**config.mk**
```make
export PLATFORM = sky130hd
export DESIGN_NAME = apb_transfer_ctrl_flat
export DESIGN_NICKNAME = d
export VERILOG_FILES = /design/src/rtl/apb_transfer_ctrl_if.sv /design/src/rtl/apb_transfer_ctrl.sv /design/src/flat_wrapper.sv
export SDC_FILE = /design/constraint.sdc
export NUM_CORES = 1
export LEC_CHECK = 0
export CAP_MARGIN = 20
export CORE_AREA = 4 4 99 101
export DETAILED_ROUTE_END_ITERATION = 7
export DIE_AREA = 0 0 103 105
export PLACE_DENSITY_LB_ADDON = 0.25
export SLEW_MARGIN = 10
export SYNTH_ARGS = -nofsm -noshare
export SYNTH_HDL_FRONTEND = slang
export SYNTH_SLANG_ARGS = --single-unit
```
**constraint.sdc**
```tcl
create_clock -name Hclk -period 4 [get_ports Hclk]
set_clock_uncertainty 0.15 [all_clocks]
set_input_delay 0.8 -clock Hclk [delete_from_list [all_inputs] [get_ports Hclk]]
set_output_delay 0.8 -clock Hclk [all_outputs]
set_load 0.05 [all_outputs]
```
**src/rtl/apb_transfer_ctrl_if.sv**
```systemverilog
// Bus bundle between the AHB-side request logic, the transfer controller and the APB interface.
// The controller takes the slave view; whatever feeds it requests takes the master view.
interface apb_transfer_ctrl_if #(
    parameter int ADDR_W = 32,
    parameter int DATA_W = 32,
    parameter int NSEL   = 3
);
    logic              Valid;
    logic              Hwrite;
    logic [ADDR_W-1:0] Haddr;
    logic [NSEL-1:0]   Tempselx;
    logic [DATA_W-1:0] Hwdata;
    logic [DATA_W-1:0] Prdata;
    logic              Hreadyout;
    logic [DATA_W-1:0] Hrdata;
    logic              Pwrite;
    logic              Penable;
    logic [NSEL-1:0]   Pselx;
    logic [ADDR_W-1:0] Paddr;
    logic [DATA_W-1:0] Pwdata;

    modport master (
        output Valid, Hwrite, Haddr, Tempselx, Hwdata, Prdata,
        input  Hreadyout, Hrdata, Pwrite, Penable, Pselx, Paddr, Pwdata
    );

    modport slave (
        input  Valid, Hwrite, Haddr, Tempselx, Hwdata, Prdata,
        output Hreadyout, Hrdata, Pwrite, Penable, Pselx, Paddr, Pwdata
    );
endinterface

```
**src/rtl/apb_transfer_ctrl.sv**
```systemverilog
// Sequences one AHB request at a time through the APB SETUP/ENABLE phases,
// stalling the AHB side through Hreadyout until the zero-wait APB access completes.
module apb_transfer_ctrl #(
    parameter int ADDR_W = 32,
    parameter int DATA_W = 32,
    parameter int NSEL   = 3
) (
    input  logic             Hclk,
    input  logic             Hresetn,
    apb_transfer_ctrl_if.slave bus
);

    typedef enum logic [1:0] {
        IDLE   = 2'd0,
        WWAIT  = 2'd1,
        SETUP  = 2'd2,
        ENABLE = 2'd3
    } state_t;

    state_t            state;
    logic [NSEL-1:0]   pend_sel;
    logic [NSEL-1:0]   pselx_r;
    logic [ADDR_W-1:0] paddr_r;
    logic [DATA_W-1:0] pwdata_r;
    logic              pwrite_r;
    logic              penable_r;
    logic              ready;
    logic              accept;

    // A new request can only land while the bus is idle or finishing its ENABLE phase.
    assign ready  = (state == IDLE) || (state == ENABLE);
    assign accept = bus.Valid && ready && (bus.Tempselx != '0);

    assign bus.Hreadyout = ready;
    assign bus.Hrdata    = (state == ENABLE && !pwrite_r) ? bus.Prdata : '0;
    assign bus.Pselx     = pselx_r;
    assign bus.Paddr     = paddr_r;
    assign bus.Pwdata    = pwdata_r;
    assign bus.Pwrite    = pwrite_r;
    assign bus.Penable   = penable_r;

    always_ff @(posedge Hclk or negedge Hresetn) begin
        if (!Hresetn) begin
            state     <= IDLE;
            pend_sel  <= '0;
            pselx_r   <= '0;
            paddr_r   <= '0;
            pwdata_r  <= '0;
            pwrite_r  <= 1'b0;
            penable_r <= 1'b0;
        end else begin
            case (state)
                IDLE, ENABLE: begin
                    penable_r <= 1'b0;
                    if (accept) begin
                        paddr_r  <= bus.Haddr;
                        pwrite_r <= bus.Hwrite;
                        pend_sel <= bus.Tempselx;
                        // Writes spend one cycle collecting Hwdata before SETUP.
                        if (bus.Hwrite) begin
                            state   <= WWAIT;
                            pselx_r <= '0;
                        end else begin
                            state   <= SETUP;
                            pselx_r <= bus.Tempselx;
                        end
                    end else begin
                        state   <= IDLE;
                        pselx_r <= '0;
                    end
                end
                WWAIT: begin
                    pwdata_r <= bus.Hwdata;
                    pselx_r  <= pend_sel;
                    state    <= SETUP;
                end
                SETUP: begin
                    penable_r <= 1'b1;
                    state     <= ENABLE;
                end
                default: begin
                    state     <= IDLE;
                    pselx_r   <= '0;
                    penable_r <= 1'b0;
                end
            endcase
        end
    end

endmodule

```
**src/flat_wrapper.sv**
```systemverilog
// flat-port wrapper written by rule: the top's interface ports become plain ports
module apb_transfer_ctrl_flat 
#(
    parameter int ADDR_W = 32,
    parameter int DATA_W = 32,
    parameter int NSEL   = 3
)
  (Hclk, Hresetn, bus_Valid, bus_Hwrite, bus_Haddr, bus_Tempselx, bus_Hwdata, bus_Prdata, bus_Hreadyout, bus_Hrdata, bus_Pwrite, bus_Penable, bus_Pselx, bus_Paddr, bus_Pwdata);
  apb_transfer_ctrl_if #(.ADDR_W(ADDR_W), .DATA_W(DATA_W), .NSEL(NSEL)) bus_i ();
  input  logic Hclk;
  input  logic Hresetn;
  input wire logic [$bits(bus_i.Valid)-1:0] bus_Valid;
  input wire logic [$bits(bus_i.Hwrite)-1:0] bus_Hwrite;
  input wire logic [$bits(bus_i.Haddr)-1:0] bus_Haddr;
  input wire logic [$bits(bus_i.Tempselx)-1:0] bus_Tempselx;
  input wire logic [$bits(bus_i.Hwdata)-1:0] bus_Hwdata;
  input wire logic [$bits(bus_i.Prdata)-1:0] bus_Prdata;
  output wire logic [$bits(bus_i.Hreadyout)-1:0] bus_Hreadyout;
  output wire logic [$bits(bus_i.Hrdata)-1:0] bus_Hrdata;
  output wire logic [$bits(bus_i.Pwrite)-1:0] bus_Pwrite;
  output wire logic [$bits(bus_i.Penable)-1:0] bus_Penable;
  output wire logic [$bits(bus_i.Pselx)-1:0] bus_Pselx;
  output wire logic [$bits(bus_i.Paddr)-1:0] bus_Paddr;
  output wire logic [$bits(bus_i.Pwdata)-1:0] bus_Pwdata;
  assign bus_i.Valid = bus_Valid;
  assign bus_i.Hwrite = bus_Hwrite;
  assign bus_i.Haddr = bus_Haddr;
  assign bus_i.Tempselx = bus_Tempselx;
  assign bus_i.Hwdata = bus_Hwdata;
  assign bus_i.Prdata = bus_Prdata;
  assign bus_Hreadyout = bus_i.Hreadyout;
  assign bus_Hrdata = bus_i.Hrdata;
  assign bus_Pwrite = bus_i.Pwrite;
  assign bus_Penable = bus_i.Penable;
  assign bus_Pselx = bus_i.Pselx;
  assign bus_Paddr = bus_i.Paddr;
  assign bus_Pwdata = bus_i.Pwdata;
  apb_transfer_ctrl #(.ADDR_W(ADDR_W), .DATA_W(DATA_W), .NSEL(NSEL)) u_core (.Hclk(Hclk), .Hresetn(Hresetn), .bus(bus_i));
endmodule
```
# == Yosys cells after proc, flatten, opt, wreduce, memory -nomap -nowiden ==
# Cells that the tools add are included.
# totals
register_bits,74
input_bits,103
out_inout_bits,102
elab_cells,29
# classes
eq_ne,3
mux,8
n_reduce_logical,11
# op_table
cell,n
2-to-1 mux 32 bit,1
2-to-1 mux 3 bit,2
case mux 2 bit (3 select lines),1
case mux 3 bit (2 select lines),1
== test 2 bit (second input constant),2
2-to-1 mux 2 bit,2
nonzero test 2 bit,2
logical AND 1 bit,3
nonzero test 3 bit,1
== test 2 x 1 -> 1 bit (second input constant),1
zero test 2 bit,1
case mux 1 bit (2 select lines),1
AND reduction 2 bit,1
OR reduction 2 bit,1
zero test 1 bit,1
logical OR 1 bit,1

# == Depth between registers and ports, before layout ==
# depth
ltp_word,6
depth_mapped,6

# == Worst setup path before layout ==
# OpenSTA, ideal clock, no wires.
# synth_timing
path_kind,flip-flop to output port
start,reg u_core.pwrite_r (netlist: u_core.bus.Pwrite)
end,out bus_Hrdata[0]
arrival_ns,1.494
t_required_ns,3.050
setup_slack_ns,1.556
path_stages_with_launch,4
n_path_buf,1
cell_sequence,dfrtp_1 nor2b_1 clkbuf_1 and2_1
# synth_between
elab_chain_len,3
# synth_rtl
element,line,source
start: declaration,apb_transfer_ctrl.sv:25,logic pwrite_r;
start signal: assignment,apb_transfer_ctrl.sv:57,pwrite_r <= bus.Hwrite;
zero test 1 bit,apb_transfer_ctrl.sv:35,assign bus.Hrdata = (state == ENABLE && !pwrite_r) ? bus.Prdata : '0;
logical AND 1 bit,apb_transfer_ctrl.sv:35,
2-to-1 mux 32 bit,apb_transfer_ctrl.sv:35,
end: declaration,flat_wrapper.sv:19,output wire logic [$bits(bus_i.Hrdata)-1:0] bus_Hrdata;
# Every way passes these cells.

# == Worst setup path in the final report ==
# layout_timing
start,reg u_core.state[0]
end,out bus_Hrdata[18]
# layout_between
elab_chain_len,3
# layout_rtl
element,line,source
start: declaration,apb_transfer_ctrl.sv:20,state_t state;
start signal: assignment,apb_transfer_ctrl.sv:44,state <= IDLE;
start signal: assignment,apb_transfer_ctrl.sv:61,state <= WWAIT;
start signal: assignment,apb_transfer_ctrl.sv:64,state <= SETUP;
== test 2 bit,apb_transfer_ctrl.sv:35,
logical AND 1 bit,apb_transfer_ctrl.sv:35,
2-to-1 mux 32 bit,apb_transfer_ctrl.sv:35,
# Every way passes these cells.

==> metrics.md <==
| Metric | Value |
|---|---|
| ANT nets after route | `0` |
| Core ar. | `9020 um2` |
| CP endpoint kind | `output pin` |
| TritonCTS Sinks | `74` |
| Fin crit share | `81.1%` |
| Register bit total from synthesis | `74` |
| Max transition margin | `37.1%` |
| Max-cap violation count | `0` |
| HP Class | `reg -> reg` |
| DIE WIDTH | `103 um` |
| Worst slew pin tran | `0.944 ns` |
| # diodes | `0` |
| Syn_nets | `321` |
| P_int | `2.76 mW` |
| Clk root buf | `clkbuf_8` |
| Overall Global Routing Usage | `15.6%` |
| 1st-iter DRT viols | `103` |
| Crit path time final | `3.24 ns` |
| Power per cell area | `972 nW/um2` |
| Die area | `10,800 um2` |
| Flop pwr share | `25.0%` |
| Vias | `2,452` |
| Avg Vias per Cell | `4.57` |
| Clock latency on the worst-skew pair | `0.33 ns` |
| Post-Place Setup Slack | `0.795 ns` |
| Area delta synth->final | `76.8%` |
| CTS tree | `done` |
| H-Tree Level Count | `3` |
| Setup Fix Bufs, Post-CTS | `0` |
| Layout fillers | `757` |
| Final hold vios | `0` |
| Post-synthesis cell count | `213` |
| PortBufs | `204` |
| GPL Wtd Cong | `0.679` |
| Leak | `2.25 nW` |
| Setup TNS | `0 ns` |
| Slowest cell on the critical path | `clkdlybuf4s50_1` |
| EDFF count, synth | `0` |
| WL/cell | `15.7 um` |
| Unrepaired setup endpoints after global routing | `no` |
| Placed instance count | `521` |
| Unique masters post-synth | `19` |
| Row Count | `35` |
| Outcome | `complete, no violations` |
| Post-route DRC | `0` |
| CTS Hold Bufs | `0` |
| YS warnings | `0` |
| Die height | `105 um` |
| Routed wire length | `8450 um` |
| Critical path, cell by cell | `ha_1 -> nor2b_1 -> buf_4 -> and2_1 -> clkdlybuf4s50_1` |
| # resized after CTS | `0` |
| Post-layout util | `60.4%` |
| Ys flop type | `dfrtp_1` |
| Fin nets | `529` |
| Clk slew on worst S/H paths | `0.07 ns` |
| Crit Path Class | `reg -> out` |
| Achievable Freq | `308 MHz` |
| Fraction of layout cells with a size suffix above 1 | `19.5%` |
| Initial Util | `34.1%` |
| Avg Inst Size Synth | `14.5 um2` |
| R2R setup slack | `1.77 ns` |
| CP required | `3.05 ns` |
| Vias in the first global route | `2,601` |
| Num CTS Buffers | `9` |
| Worst-path fanout max | `32` |
| Worst setup path endpoint | `bus_Hrdata[18]` |
| Initial antenna violation count | `0` |
| Peak VDD IR | `617 uV` |
| Crit start category | `register` |
| Final setup viols | `0` |
| Crit path largest cell delay | `0.82 ns` |
| Crit path DAT | `2.29 ns` |
| FFs w/ async S/R, synth | `100%` |
| Slew Limit Fails | `0` |
| R2R Path End | `u_core.bus.Pselx[1]` |
| Overflow after GRT | `0` |
| Psw | `2.53 mW` |
| Largest net degree at the start of global routing | `75` |
| Drt first pass iters | `4` |
| Synthesized area | `3080 um2` |
| Global-route wire length before repair | `13,000 um` |
| HPWL after DPL | `6600 um` |
| Fin cells | `537` |
| CTS max path bufs | `2` |
| R2R depth | `5` |
| Worst setup path start | `u_core.state[0]` |
| Final setup margin | `0.755 ns` |
| Switching share of total power | `47.8%` |
| R2r startpoint | `u_core.state[1]` |
| Comb pwr share | `62.7%` |
| Seq/Total Area, Yosys | `60.1%` |
| # IOs | `205` |
| Clk pwr share | `12.4%` |
worst min-delay path by stage:
stage | startpoint | endpoint | slack [ns] | cells past startpoint
6_report | u_core.bus.Penable | u_core.bus.Penable | 0.33 | 2
5_1_grt | u_core.pend_sel[0] | u_core.pend_sel[0] | 0.36 | 1
4_1_cts | u_core.bus.Penable | u_core.bus.Penable | 0.34 | 2
3_5_place_dp | u_core.bus.Penable | u_core.bus.Penable | 0.33 | 2
3_3_place_gp | u_core.bus.Penable | u_core.bus.Penable | 0.32 | 2
2_1_floorplan | u_core.pend_sel[1] | u_core.pend_sel[1] | 0.31 | 1
cell families (layout without fill, tap and decap cells):
| family | count (synthesis) | count (layout) | synth area share [%] |
|---|---|---|---|
| compound gates | 11 | 11 | 3.54 |
| fa+ha+maj | 5 | 5 | 2.03 |
| buf+inv | 14 | 227 | 2.56 |
| flops | 74 | 74 | 60.1 |
| mux | 64 | 64 | 23.4 |
| simple gates | 45 | 45 | 8.33 |
sequential cells by signal, summed over array words and instances, names as in the netlist:
name / flops
u_core.bus.Paddr: 32
u_core.bus.Pwdata: 32
u_core.bus.Pselx: 3
u_core.pend_sel: 3
u_core.state: 2
u_core.bus.Penable: 1
u_core.bus.Pwrite: 1
synth_stat cells (2+ instances only):
cell      count  share of area [%]
nor2_1        3               0.37
mux2_2       62                 23
ha_1          5                2.0
o21ai_0       3               0.49
dfrtp_1      74                 60
clkbuf_1      4               0.49
a221o_1       3               0.98
a32o_1        3               0.98
inv_1         4               0.49
and2_1       32                6.5
nand2_1       7               0.85
buf_2         3               0.49
mux2_1        2               0.73
buf_6         3                1.1
power by group through the flow:
stage	sequential [mW]	clock (mW)	combinational (mW)
after global routing	1.37	0.718	3.47
after floorplan	2.58	0	0.971
final	1.32	0.654	3.32
after detailed placement	1.34	0	3.35
after global placement	1.31	0	3.33
after CTS	1.32	0.681	3.36
per-stage QoR:
stage	instance area [um2]	power (mW)	hold slack [ns]
3_3_place_gp	5220	4.64	0.316
6_report	5450	5.29	0.331
3_5_place_dp	5220	4.69	0.325
4_1_cts	5450	5.36	0.341
2_1_floorplan	3080	3.55	0.313
5_1_grt	5450	5.56	0.364
worst max-delay path: cells and delay by family, from the launching register on:
family | cells | cell delay [ns]
buffers and inverters | 2 | 1.06
DFF | 1 | 0.41
and+or+nand+nor | 2 | 0.33
adders and majority gates | 1 | 0.15
metal layers:
| metal | vias up | GRT usage [%] | wire length (um) |
|---|---|---|---|
| li1 | 1148 | - | - |
| met3 | 8 | 6.34 | 1090 |
| met2 | 129 | 28.4 | 4510 |
| met5 | - | 0 | 0 |
| met1 | 1167 | 15.5 | 2730 |
| met4 | 0 | 5.55 | 123 |
area by class of cell:
type | count | area [um2] | area share (%)
Tap cell | 111 | 139 | 2.55
Timing Repair Buffer | 207 | 2060 | 37.9
Multi-Input combinational cell | 125 | 1150 | 21.1
Clock inverter | 4 | 73.8 | 1.36
Clock buffer | 12 | 155 | 2.85
Inverter | 4 | 15.0 | 0.276
Sequential cell | 74 | 1850 | 34.0
cells in the final DEF (no fill, tap or decap), types with 4 or more instances in the layout:
master           Yosys  routed
buf_4                0       4
dfrtp_1             74      74
and2_1              32      32
nand2_1              7       7
clkbuf_8             0      11
ha_1                 5       5
clkdlybuf4s50_1      0     203
inv_1                4       4
mux2_2              62      62
Power figures use the tool's default switching activity.
